## src/rtl/eth_vlg_pkg.sv

```systemverilog
// Shared Ethernet types and constants for the eth_vlg switch/MAC code.
// Holds the TX arbiter state encoding and the default inter-frame gap.
package eth_vlg_pkg;

  typedef enum logic [2:0] {
    ARB_IDLE,
    ARB_GRANT,
    ARB_XFER,
    ARB_FLUSH,
    ARB_GAP
  } arb_state_t;

  localparam int unsigned ETH_IFG_DEFAULT = 12;

endpackage

```

## src/rtl/eth_vlg_rr_pick.sv

```systemverilog
// Combinational rotate-priority picker: first requester after ptr_i, wrapping modulo N.
module eth_vlg_rr_pick #(
  parameter int unsigned N    = 3,
  parameter int unsigned PtrW = $clog2(N)
) (
  input  logic [N-1:0]    req_i,
  input  logic [PtrW-1:0] ptr_i,
  output logic [PtrW-1:0] win_o,
  output logic            any_o
);

  localparam logic [PtrW:0] NumSrc = (PtrW + 1)'(N);

  logic [PtrW:0] idx;

  // Scan from the farthest offset down so the nearest requester after ptr_i wins.
  always_comb begin
    win_o = '0;
    any_o = 1'b0;
    idx   = '0;
    for (int d = int'(N); d >= 1; d--) begin
      idx = {1'b0, ptr_i} + (PtrW + 1)'(d);
      if (idx >= NumSrc) begin
        idx = idx - NumSrc;
      end
      if (req_i[idx[PtrW-1:0]]) begin
        win_o = idx[PtrW-1:0];
        any_o = 1'b1;
      end
    end
  end

endmodule

```

## src/rtl/eth_vlg_tx_arb.sv

```systemverilog
// Packet-level round-robin arbiter sharing one byte-wide TX path among N frame sources,
// with inter-frame gap, grant timeout and max-length truncation.
module eth_vlg_tx_arb
  import eth_vlg_pkg::*;
#(
  parameter int unsigned N       = 3,
  parameter int unsigned IFG     = 10,
  parameter int unsigned MAX_LEN = 1518,
  parameter int unsigned GNT_TMO = 64
) (
  input  logic           clk_i,
  input  logic           rst_i,
  input  logic [N-1:0]   req_i,
  output logic [N-1:0]   acc_o,
  input  logic [N*8-1:0] din_i,
  input  logic [N-1:0]   vin_i,
  output logic [7:0]     dout_o,
  output logic           vout_o,
  output logic           busy_o,
  output logic           abort_o
);

  localparam int unsigned PtrW = $clog2(N);
  localparam int unsigned LenW = $clog2(MAX_LEN + 2);
  localparam int unsigned GapW = (IFG > 1) ? $clog2(IFG) : 1;
  localparam int unsigned TmoW = (GNT_TMO > 1) ? $clog2(GNT_TMO) : 1;

  arb_state_t      state_q, state_d;
  logic [PtrW-1:0] ptr_q, ptr_d;
  logic [PtrW-1:0] win_q, win_d;
  logic [N-1:0]    acc_q, acc_d;
  logic [7:0]      dout_q, dout_d;
  logic            vout_q, vout_d;
  logic            abort_q, abort_d;
  logic [LenW-1:0] len_q, len_d;
  logic [GapW-1:0] gap_q, gap_d;
  logic [TmoW-1:0] tmo_q, tmo_d;

  logic [PtrW-1:0] pick_win;
  logic            pick_any;
  logic [7:0]      din_arr [N];
  logic            vin_w;
  logic            req_w;
  logic [7:0]      din_w;

  eth_vlg_rr_pick #(
    .N    (N),
    .PtrW (PtrW)
  ) u_pick (
    .req_i (req_i),
    .ptr_i (ptr_q),
    .win_o (pick_win),
    .any_o (pick_any)
  );

  always_comb begin
    for (int unsigned i = 0; i < N; i++) begin
      din_arr[i] = din_i[8*i +: 8];
    end
  end

  assign vin_w = vin_i[win_q];
  assign req_w = req_i[win_q];
  assign din_w = din_arr[win_q];

  always_comb begin
    state_d = state_q;
    ptr_d   = ptr_q;
    win_d   = win_q;
    acc_d   = acc_q;
    dout_d  = dout_q;
    vout_d  = 1'b0;
    abort_d = 1'b0;
    len_d   = len_q;
    gap_d   = gap_q;
    tmo_d   = tmo_q;
    case (state_q)
      ARB_IDLE: begin
        if (pick_any) begin
          state_d         = ARB_GRANT;
          win_d           = pick_win;
          ptr_d           = pick_win;
          acc_d           = '0;
          acc_d[pick_win] = 1'b1;
          len_d           = '0;
          tmo_d           = '0;
        end
      end
      ARB_GRANT: begin
        // First valid byte beats both withdrawal and timeout in the same cycle.
        if (vin_w) begin
          state_d = ARB_XFER;
          dout_d  = din_w;
          vout_d  = 1'b1;
          len_d   = LenW'(1);
        end else if (!req_w) begin
          state_d = ARB_IDLE;
          acc_d   = '0;
        end else if (tmo_q == TmoW'(GNT_TMO - 1)) begin
          state_d = ARB_GAP;
          acc_d   = '0;
          abort_d = 1'b1;
          gap_d   = GapW'(IFG - 1);
        end else begin
          tmo_d = tmo_q + 1'b1;
        end
      end
      ARB_XFER: begin
        if (!vin_w) begin
          state_d = ARB_GAP;
          acc_d   = '0;
          gap_d   = GapW'(IFG - 1);
        end else if (len_q == LenW'(MAX_LEN)) begin
          // Oversize: drop this byte and the rest, keep the grant until the source lets go.
          state_d = ARB_FLUSH;
          abort_d = 1'b1;
        end else begin
          dout_d = din_w;
          vout_d = 1'b1;
          len_d  = len_q + 1'b1;
        end
      end
      ARB_FLUSH: begin
        if (!vin_w) begin
          state_d = ARB_GAP;
          acc_d   = '0;
          gap_d   = GapW'(IFG - 1);
        end
      end
      ARB_GAP: begin
        if (gap_q == '0) begin
          state_d = ARB_IDLE;
        end else begin
          gap_d = gap_q - 1'b1;
        end
      end
      default: begin
        state_d = ARB_IDLE;
        acc_d   = '0;
      end
    endcase
  end

  always_ff @(posedge clk_i) begin
    if (rst_i) begin
      state_q <= ARB_IDLE;
      ptr_q   <= PtrW'(N - 1);
      win_q   <= '0;
      acc_q   <= '0;
      dout_q  <= '0;
      vout_q  <= 1'b0;
      abort_q <= 1'b0;
      len_q   <= '0;
      gap_q   <= '0;
      tmo_q   <= '0;
    end else begin
      state_q <= state_d;
      ptr_q   <= ptr_d;
      win_q   <= win_d;
      acc_q   <= acc_d;
      dout_q  <= dout_d;
      vout_q  <= vout_d;
      abort_q <= abort_d;
      len_q   <= len_d;
      gap_q   <= gap_d;
      tmo_q   <= tmo_d;
    end
  end

  assign acc_o   = acc_q;
  assign dout_o  = dout_q;
  assign vout_o  = vout_q;
  assign abort_o = abort_q;
  assign busy_o  = (state_q != ARB_IDLE);

endmodule

```

## config.mk

```make
export PLATFORM = sky130hd
export DESIGN_NAME = eth_vlg_tx_arb
export DESIGN_NICKNAME = d
export VERILOG_FILES = /design/src/rtl/eth_vlg_pkg.sv /design/src/rtl/eth_vlg_rr_pick.sv /design/src/rtl/eth_vlg_tx_arb.sv
export SDC_FILE = /design/constraint.sdc
export NUM_CORES = 1
export LEC_CHECK = 0
export CORE_MARGIN = 2
export CORE_UTILIZATION = 55
export CTS_CLUSTER_SIZE = 40
export DETAILED_ROUTE_END_ITERATION = 12
export GPL_TIMING_DRIVEN = 0
export PLACE_DENSITY = 0.84
export SLEW_MARGIN = 20
export SYNTH_ARGS = -nofsm -noshare
export SYNTH_HDL_FRONTEND = slang
export SYNTH_SLANG_ARGS = --single-unit
```

## constraint.sdc

```tcl
create_clock -name clk_i -period 3.9 [get_ports clk_i]
set_input_delay 0.39 -clock clk_i [delete_from_list [all_inputs] [get_ports clk_i]]
set_output_delay 0.39 -clock clk_i [all_outputs]
set_load 0.1 [all_outputs]
```

# Yosys cells after proc, flatten, opt, wreduce, memory -nomap -nowiden
# Index checks and enable logic that the tools add are counted.
# word_totals
ram_bits	0
rom_bits	0
reg_bits	41
latchBits	0
mem_count	0
output_inout_bits	14
# op_classes
muxes	69
n_reduce_logical	16
mul	0
magnitude_cmp	10
eq_ne	21
shift	0
div_mod_pow	0
bitwise	2
n_addsub	9
# op_table
operator	count
11-bit 2-to-1 mux	4
8-bit 2-to-1 mux	5
3-bit 2-to-1 mux	13
11-bit case mux with 3 select lines	1
6-bit 2-to-1 mux	4
2-bit inequality test (second input constant)	12
4-bit 2-to-1 mux	5
5-bit AND reduction	4
1-bit 2-to-1 mux	17
8-bit binary-select mux with 2-bit select	1
8-bit case mux with 2 select lines	1
2-bit by 3-bit < comparator with 1-bit output (second input constant)	5
3-bit case mux with 5 select lines	1
2-bit 2-to-1 mux	6
3-bit case mux with 4 select lines	1
4-bit case mux with 3 select lines	1
6-bit case mux with 2 select lines	1
11-bit by 1-bit adder with 11-bit output (second input constant)	1
11-bit == test (second input constant)	1
1-bit binary-select mux with 2-bit select	5
3-bit by 2-bit >= comparator with 1-bit output (second input constant)	3
3-bit nonzero test	3
2-bit by 2-bit adder with 3-bit output (second input constant)	2
6-bit by 1-bit adder with 6-bit output (second input constant)	1
other kinds (23)	29

# Depth between registers and ports, before layout
# Gate-level depths: netlist of run 1.
# logic_depth
ltp_word	14
mapped_depth	11

# By module
# From an unflattened synthesis of run 1, not the netlist that was laid out.
# unflattened
hier_cells	308
hier_area_um2	2522.4
# modules_own_cells
mod	area_per_inst_um2	cells_each	n_inst	seq_area_each_um2
eth_vlg_tx_arb	2333.5	279	1	800.8
eth_vlg_rr_pick	188.9	29	1	0.0

# Worst setup path before layout of run 1
# OpenSTA, ideal clock, no wires.
# synth_path
kind	reg-to-reg
start	register ptr_q[0]
end	register tmo_q[5]
arrival_time_ns	2.385
n_path_buf	2
t_required_ns	3.830
stages_incl_launch_ff	11
slack_ns	1.445
period_less_slack_ns	2.455
path_cell_list	dfxtp_1 buf_4 inv_1 ha_1 clkbuf_1 mux2i_1 a22oi_1 a31oi_2 nor2_2 or4_1 a21oi_1
# synth_between
elab_chain_len	10
# synth_lines
element	line_no	rtl
from (decl)	eth_vlg_tx_arb.sv:29	logic [PtrW-1:0] ptr_q, ptr_d;
from (signal assigned)	eth_vlg_tx_arb.sv:147	ptr_q <= PtrW'(N - 1);
from (signal assigned)	eth_vlg_tx_arb.sv:158	ptr_q <= ptr_d;
2-bit by 2-bit adder with 3-bit output	eth_vlg_rr_pick.sv:22	idx = {1'b0, ptr_i} + (PtrW + 1)'(d);
3-bit by 2-bit >= comparator with 1-bit output / 2-bit subtractor (equally long branches)	eth_vlg_rr_pick.sv:23, eth_vlg_rr_pick.sv:24	
2-bit 2-to-1 mux	eth_vlg_rr_pick.sv:23	if (idx >= NumSrc) begin
1-bit binary-select mux with 2-bit select	eth_vlg_rr_pick.sv:26	if (req_i[idx[PtrW-1:0]]) begin
1-bit 2-to-1 mux (implied by the code)	eth_vlg_rr_pick.sv:26	
1-bit 2-to-1 mux (2 in a row)	eth_vlg_rr_pick.sv:26	
1-bit 2-to-1 mux (*)	eth_vlg_rr_pick.sv:26	
2-bit inequality test (no source line) (*)	-	
5-bit AND reduction (no source line) (*)	-	
to (signal assigned)	eth_vlg_tx_arb.sv:166	tmo_q <= tmo_d;
to (decl)	eth_vlg_tx_arb.sv:37	logic [TmoW-1:0] tmo_q, tmo_d;
# Every way passes the cells marked *; elsewhere a longest branch is shown, timed or not. The select of a mux whose other input is x is not followed.
# A chain may end at the register's enable or synchronous reset.

# Worst setup path after layout of run 1
# Same ends and word-level chain as after synthesis.

==> results of run 1 <==
[cells by family (layout without fill, tap and decap cells)]
kind of cell / Yosys count / in the layout / synth area share
simple gates: 114 / 114 / 0.258
fa+ha+maj: 8 / 8 / 0.0433
buf+inv: 28 / 79 / 0.0514
xor+xnor: 3 / 3 / 0.0114
compound gates: 80 / 80 / 0.225
flops: 40 / 40 / 0.346
mux: 15 / 15 / 0.0655
[sequential cells by signal (all words and copies together), names as in the netlist]
register / flops
len_q: 11
win_q: 1
vout_o: 1
acc_o: 3
tmo_q: 6
ptr_q: 2
abort_o: 1
state_q: 3
dout_o: 8
gap_q: 4
[Yosys cell counts, types with 2 or more instances]
cell,n,area share
a211oi_1,10,0.032
a21o_1,2,0.0065
a21oi_1,30,0.065
a311oi_1,2,0.0076
a31oi_1,3,0.0081
a41oi_1,2,0.0076
and3_1,4,0.011
buf_2,2,0.0043
clkbuf_1,10,0.016
dfxtp_1,40,0.35
ha_1,8,0.043
inv_1,13,0.021
mux2i_1,14,0.061
nand2_1,21,0.034
nand2b_1,6,0.016
nand3_1,8,0.017
nand3b_1,7,0.023
nand4b_1,2,0.0076
nor2_1,32,0.052
nor2_2,3,0.0081
nor2b_1,6,0.016
nor3_1,9,0.019
nor3b_1,2,0.0065
nor4_1,3,0.0081
o21a_1,2,0.0065
o21ai_0,12,0.026
or3_1,4,0.011
xor2_1,2,0.0076
[layout make-up]
type,instances,area (um^2),share of cell area
clock inverter,1,5.00,0.00173
tap,50,62.6,0.0216
buffer,15,70.1,0.0242
sequential,40,801,0.277
inverter,13,48.8,0.0169
multi-input combinational,220,1390,0.481
clock buffer,6,72.6,0.0251
timing repair buffer,44,440,0.152
[routing by layer]
layer | track usage | share of wire | vias up
li1 | - | - | 1139
met1 | 0.286 | 0.45 | 1014
met2 | 0.400 | 0.48 | 48
met3 | 0.0633 | 0.056 | 4
met4 | 0.0564 | 0.0061 | 0
met5 | 0 | 0 | -
[power by group through the flow]
stage                     registers, mW  clock network [mW]  logic (mW)
after CTS                         0.542               0.258        1.19
after floorplan                   0.835                   0       0.634
after detailed placement          0.551                   0        1.18
after global placement            0.548                   0        1.17
final                             0.542               0.255        1.19
after global routing              0.553               0.269        1.28
[stage by stage]
| stage | total power [mW] | instance area (um^2) | instances |
|---|---|---|---|
| floorplan | 1.47 | 2310 | 288 |
| global placement | 1.71 | 2820 | 382 |
| detailed placement | 1.73 | 2820 | 382 |
| CTS | 1.99 | 2890 | 389 |
| global route | 2.11 | 2890 | 389 |
| finish | 1.98 | 2890 | 389 |
[worst max path at each step]
stage | from | end | slack (ns) | depth (start not counted)
floorplan | ptr_q[0] | tmo_q[5] | 1.44 | 10
global placement | ptr_q[0] | tmo_q[5] | 1.13 | 10
detailed placement | ptr_q[0] | tmo_q[5] | 1.05 | 10
CTS | ptr_q[0] | tmo_q[5] | 1.03 | 10
global route | ptr_q[0] | len_q[1] | 0.81 | 11
finish | ptr_q[0] | tmo_q[5] | 1.04 | 10
[worst max-delay path, stage by stage (launching register included)]
cell,delay [ns]
dfxtp_1,0.38
buf_4,0.19
inv_1,0.10
ha_1,0.28
clkbuf_1,0.25
mux2i_1,0.23
a22oi_1,0.13
a31oi_2,0.44
nor2_2,0.15
or4_1,0.50
a21oi_1,0.14
[layout by cell type, fill, tap and decap left out, drive strengths merged, types with 4 or more instances in the layout]
master / Yosys / final
nor4: 4 / 4
a21oi: 30 / 30
nand3: 8 / 8
and3: 4 / 4
nor3: 10 / 10
inv: 13 / 13
clkdlybuf4s50: 0 / 44
dfxtp: 40 / 40
nor2: 35 / 35
mux2i: 14 / 14
a31oi: 4 / 4
nor2b: 6 / 6
a211oi: 10 / 10
clkbuf: 10 / 16
buf: 5 / 5
nand2: 21 / 21
nand2b: 6 / 6
nand3b: 7 / 7
ha: 8 / 8
or3: 4 / 4
o21ai: 13 / 13
==> impl_metrics.env, run 1 <==
export IMPL_leakage_nw=1.03
export IMPL_max_cap_violations=0
export IMPL_path_max_fanout=10
export IMPL_finalSetupTns_ns=0
export IMPL_p_sw_frac=0.501
export IMPL_ys_warn_count=0
export IMPL_num_vias=2205
export IMPL_drive_above_1_share=0.0590
export IMPL_dp_hpwl_um=3850
export IMPL_num_nets_final=379
export IMPL_crit_arrival_ns=3.08
export IMPL_cts_sinks=40
export IMPL_syn_nets=328
export IMPL_synth_top_flop_cell="dfxtp_1"
export IMPL_gp_congestion=0.787
export IMPL_fin_crit_sh=0.734
export IMPL_drt_wirelength_per_cell_um=13.0
export IMPL_cp_start_kind="flop"
export IMPL_start_util=0.574
export IMPL_final_max_slew_viol_count=0
export IMPL_grt_max_degree=12
export IMPL_route_detailed_drc=0
export IMPL_regToRegStartpoint="ptr_q[0]"
export IMPL_tightest_slew_ns=0.992
export IMPL_antenna_found_initial=0
export IMPL_postCtsHoldBufs=0
export IMPL_hold_class="input pin to flop"
export IMPL_intPower_mw=0.990
export IMPL_nFillCells=332
export IMPL_num_io_pins=46
export IMPL_antenna_cells=0
export IMPL_postSynthCellCount=288
export IMPL_die_h_um=68.8
export IMPL_worstHoldPathCells=2
export IMPL_fin_skew_ns=0.00536
export IMPL_fmax_mhz=350
export IMPL_r2r_end="tmo_q[5]"
export IMPL_cts_tree="yes"
export IMPL_hold_viol=0
export IMPL_r2r_cells=10
export IMPL_synth_edf_count=0
export IMPL_postLayoutCoreUtil=0.718
export IMPL_path_class="flop to flop"
export IMPL_slew_headroom=0.337
export IMPL_grt_pass1_vias=2004
export IMPL_die_area_um2=4740
export IMPL_vdd_ir_drop_max_mv=0.506
export IMPL_synthesis_area_um2=2310
export IMPL_dr_first_iter_drc_count=124
export IMPL_grt_usage=0.232
export IMPL_grt_pass1_wl_um=8420
export IMPL_cts_root_buf="clkbuf_8"
export IMPL_synthArstFlopShare=0
export IMPL_portBuffers=44
export IMPL_status="complete, no violations"
export IMPL_first_pass_iters=4
export IMPL_drtAntennaViolNets=0
export IMPL_cts_setup_buffers=0
export IMPL_ctsLongestPathBuffers=2
export IMPL_p_clk_frac=0.129
export IMPL_die_w_um=68.8
export IMPL_period_needed_ns=2.86
export IMPL_ys_seq_area_frac=0.346
export IMPL_drt_wl_total_um=5070
export IMPL_post_place_ws_ns=1.05
export IMPL_rsz0062_at_grt="false"
export IMPL_switchingPower_mw=0.993
export IMPL_cts_max_level=2
export IMPL_setup_violations=0
export IMPL_core_um2=4030
export IMPL_clk_pin_slew_ns=0.07
export IMPL_seqPwrFrac=0.273
export IMPL_viasPerCell=5.67
export IMPL_min_delay_start="rst_i"
export IMPL_yosys_register_bits=40
export IMPL_clkLatencyLatePin_ns=0.29
export IMPL_avgSynthCellArea_um2=8.03
export IMPL_setup_slack_ns=1.04
export IMPL_numCtsBuffers=5
export IMPL_rows=23
export IMPL_power_density_nw_per_um2=686
export IMPL_p_comb_frac=0.598
export IMPL_area_growth_syn_to_layout_pct=25.1
export IMPL_ys_types=57
export IMPL_r2r_setup_slack_ns=1.04
export IMPL_overflow=0
export IMPL_end_kind="flop"
export IMPL_hold_path_end="vout_o"
export IMPL_holdWs_ns=0.454
export IMPL_cp_data_required_time_ns=4.12
export IMPL_post_cts_resized=0
Power figures use the tool's default switching activity.
==> run 2, diff against run 1 <==
--- a/config.mk
+++ b/config.mk
@@ -6,11 +6,11 @@
 export NUM_CORES = 1
 export LEC_CHECK = 0
 export CORE_MARGIN = 2
-export CORE_UTILIZATION = 55
+export CORE_UTILIZATION = 47
 export CTS_CLUSTER_SIZE = 40
 export DETAILED_ROUTE_END_ITERATION = 12
 export GPL_TIMING_DRIVEN = 0
-export PLACE_DENSITY = 0.84
+export PLACE_DENSITY = 0.77
 export SLEW_MARGIN = 20
 export SYNTH_ARGS = -nofsm -noshare
 export SYNTH_HDL_FRONTEND = slang
==> constraint.sdc (replaced) <==
create_clock -name clk_i -period 2.6 [get_ports clk_i]
set_input_delay 0.26 -clock clk_i [delete_from_list [all_inputs] [get_ports clk_i]]
set_output_delay 0.26 -clock clk_i [all_outputs]
set_load 0.1 [all_outputs]
==> run 2 against run 1 <==
Effect of this change:
- critical path depth decreased by 1
- first-iteration DRC count shrank 13%
- clock-buffer cell count down 1
- non-clock buffer count is the same
- via count is 1.3% higher
- setup slack worse by 0.87 ns
- clock skew about the same
- cell count increased by 4.6%
- clock power up 59%
- utilization fell by 9.2 points
- sequential share of layout area shrank 0.58 points
==> impl_metrics.env, run 2 (synthesis gave the netlist of run 1 again) <==
export IMPL_status="complete, no violations"
export IMPL_grt_usage=0.211
export IMPL_place_inst=399
export IMPL_fin_crit_sh=0.936
export IMPL_max_cap_violations=0
export IMPL_drt_wl_total_um=5370
export IMPL_antenna_found_initial=0
export IMPL_grt_max_degree=14
export IMPL_slew_headroom=0.333
export IMPL_regMostFlops="len_q"
export IMPL_viasPerCell=5.49
export IMPL_path_class="flop to flop"
export IMPL_first_pass_iters=4
export IMPL_drive_above_1_share=0.0794
export IMPL_cts_sinks=40
export IMPL_r2r_setup_slack_ns=0.17
export IMPL_num_io_pins=46
export IMPL_cts_max_level=2
export IMPL_finalSetupTns_ns=0
export IMPL_overflow=0
export IMPL_setup_violations=0
export IMPL_cp_data_required_time_ns=2.83
export IMPL_postCtsHoldBufs=0
export IMPL_power_density_nw_per_um2=1050
export IMPL_clk_pin_slew_ns=0.08
export IMPL_dr_first_iter_drc_count=108
export IMPL_route_detailed_drc=0
export IMPL_grt_pass1_wl_um=9030
export IMPL_num_nets_final=379
export IMPL_fin_skew_ns=0.00571
export IMPL_dp_hpwl_um=4100
export IMPL_die_h_um=74.1
export IMPL_die_area_um2=5500
export IMPL_numCtsBuffers=5
export IMPL_largest_reg_flops=11
export IMPL_cts_root_buf="clkbuf_8"
export IMPL_setup_slack_ns=0.167
export IMPL_final_common_cell="clkdlybuf4s50_1"
export IMPL_die_w_um=74.1
export IMPL_portBuffers=44
export IMPL_period_needed_ns=2.43
export IMPL_fmax_mhz=411
export IMPL_tightest_slew_ns=0.997
export IMPL_layout_cells_non_filler=407
export IMPL_leakage_nw=1.04
export IMPL_holdWs_ns=0.332
export IMPL_crit_arrival_ns=2.66
export IMPL_grt_pass1_vias=2017
export IMPL_start_util=0.490
export IMPL_final_max_slew_viol_count=0
export IMPL_postLayoutCoreUtil=0.626
export IMPL_finalPower_mw=3.10
export IMPL_cts_tree="yes"
export IMPL_core_um2=4720
export IMPL_post_place_ws_ns=-0.248
export IMPL_hold_class="input pin to flop"
export IMPL_clkLatencyLatePin_ns=0.29
export IMPL_ctsLongestPathBuffers=2
export IMPL_mostFrequentLayoutCells="44 x clkdlybuf4s50_1, 39 x dfxtp_1, 32 x nor2_1"
export IMPL_place_area_um2=2840
export IMPL_drt_wirelength_per_cell_um=13.2
export IMPL_area_growth_syn_to_layout_pct=28.0
export IMPL_num_vias=2233
export IMPL_path_max_fanout=10
export IMPL_gp_congestion=0.853
export IMPL_stdcell_area_um2=2960
export IMPL_drtAntennaViolNets=0
export IMPL_rows=25
export IMPL_vdd_ir_drop_max_mv=0.748
export IMPL_cp_start_kind="flop"
export IMPL_end_kind="flop"
export IMPL_antenna_cells=0
export IMPL_hold_viol=0
==> run 2: final cells by class <==
class | instances | area (um^2)
Fill cell | 444 | 1760
Buffer | 14 | 66.3
Sequential cell | 40 | 802
Clock buffer | 5 | 68.8
Clock inverter | 3 | 18.8
Multi-Input combinational cell | 220 | 1420
Inverter | 13 | 48.8
Tap cell | 67 | 83.8
Timing Repair Buffer | 45 | 448
==> run 2: metal layers <==
layer	GRT usage	vias up	share of wire
met5	0	-	0
met4	0.0768	0	0.021
met3	0.0623	13	0.061
met2	0.351	60	0.48
met1	0.259	1022	0.44
li1	-	1138	-
==> run 2: what timing repair did <==
item,4_1_cts,5_1_grt
resized for setup,1,5
pin swaps,0,1
setup endpoints to repair,16,13
setup buffers,0,1
cloned,0,0
==> run 2: final timing paths <==
path	startpoint	endpoint	depth (start not counted)
worst max-delay path	ptr_q[0]	tmo_q[5]	9
worst min-delay path	rst_i	vout_o	2
worst max register to register	ptr_q[0]	tmo_q[5]	9
worst min register to register	acc_o[0]	acc_o[0]	2
==> run 2: worst max-delay path, stage by stage (launching register included) <==
cell,delay (ns)
dfxtp_2,0.37
buf_4,0.17
inv_1,0.12
ha_4,0.33
mux2i_2,0.22
a22oi_2,0.12
a31oi_4,0.26
nor2_2,0.12
or4_1,0.49
a21oi_1,0.16
==> run 2: report_power, final <==
part / switching [mW] / internal, mW
sequential: 0.0908 / 0.731
combinational: 1.25 / 0.629
clock: 0.219 / 0.187
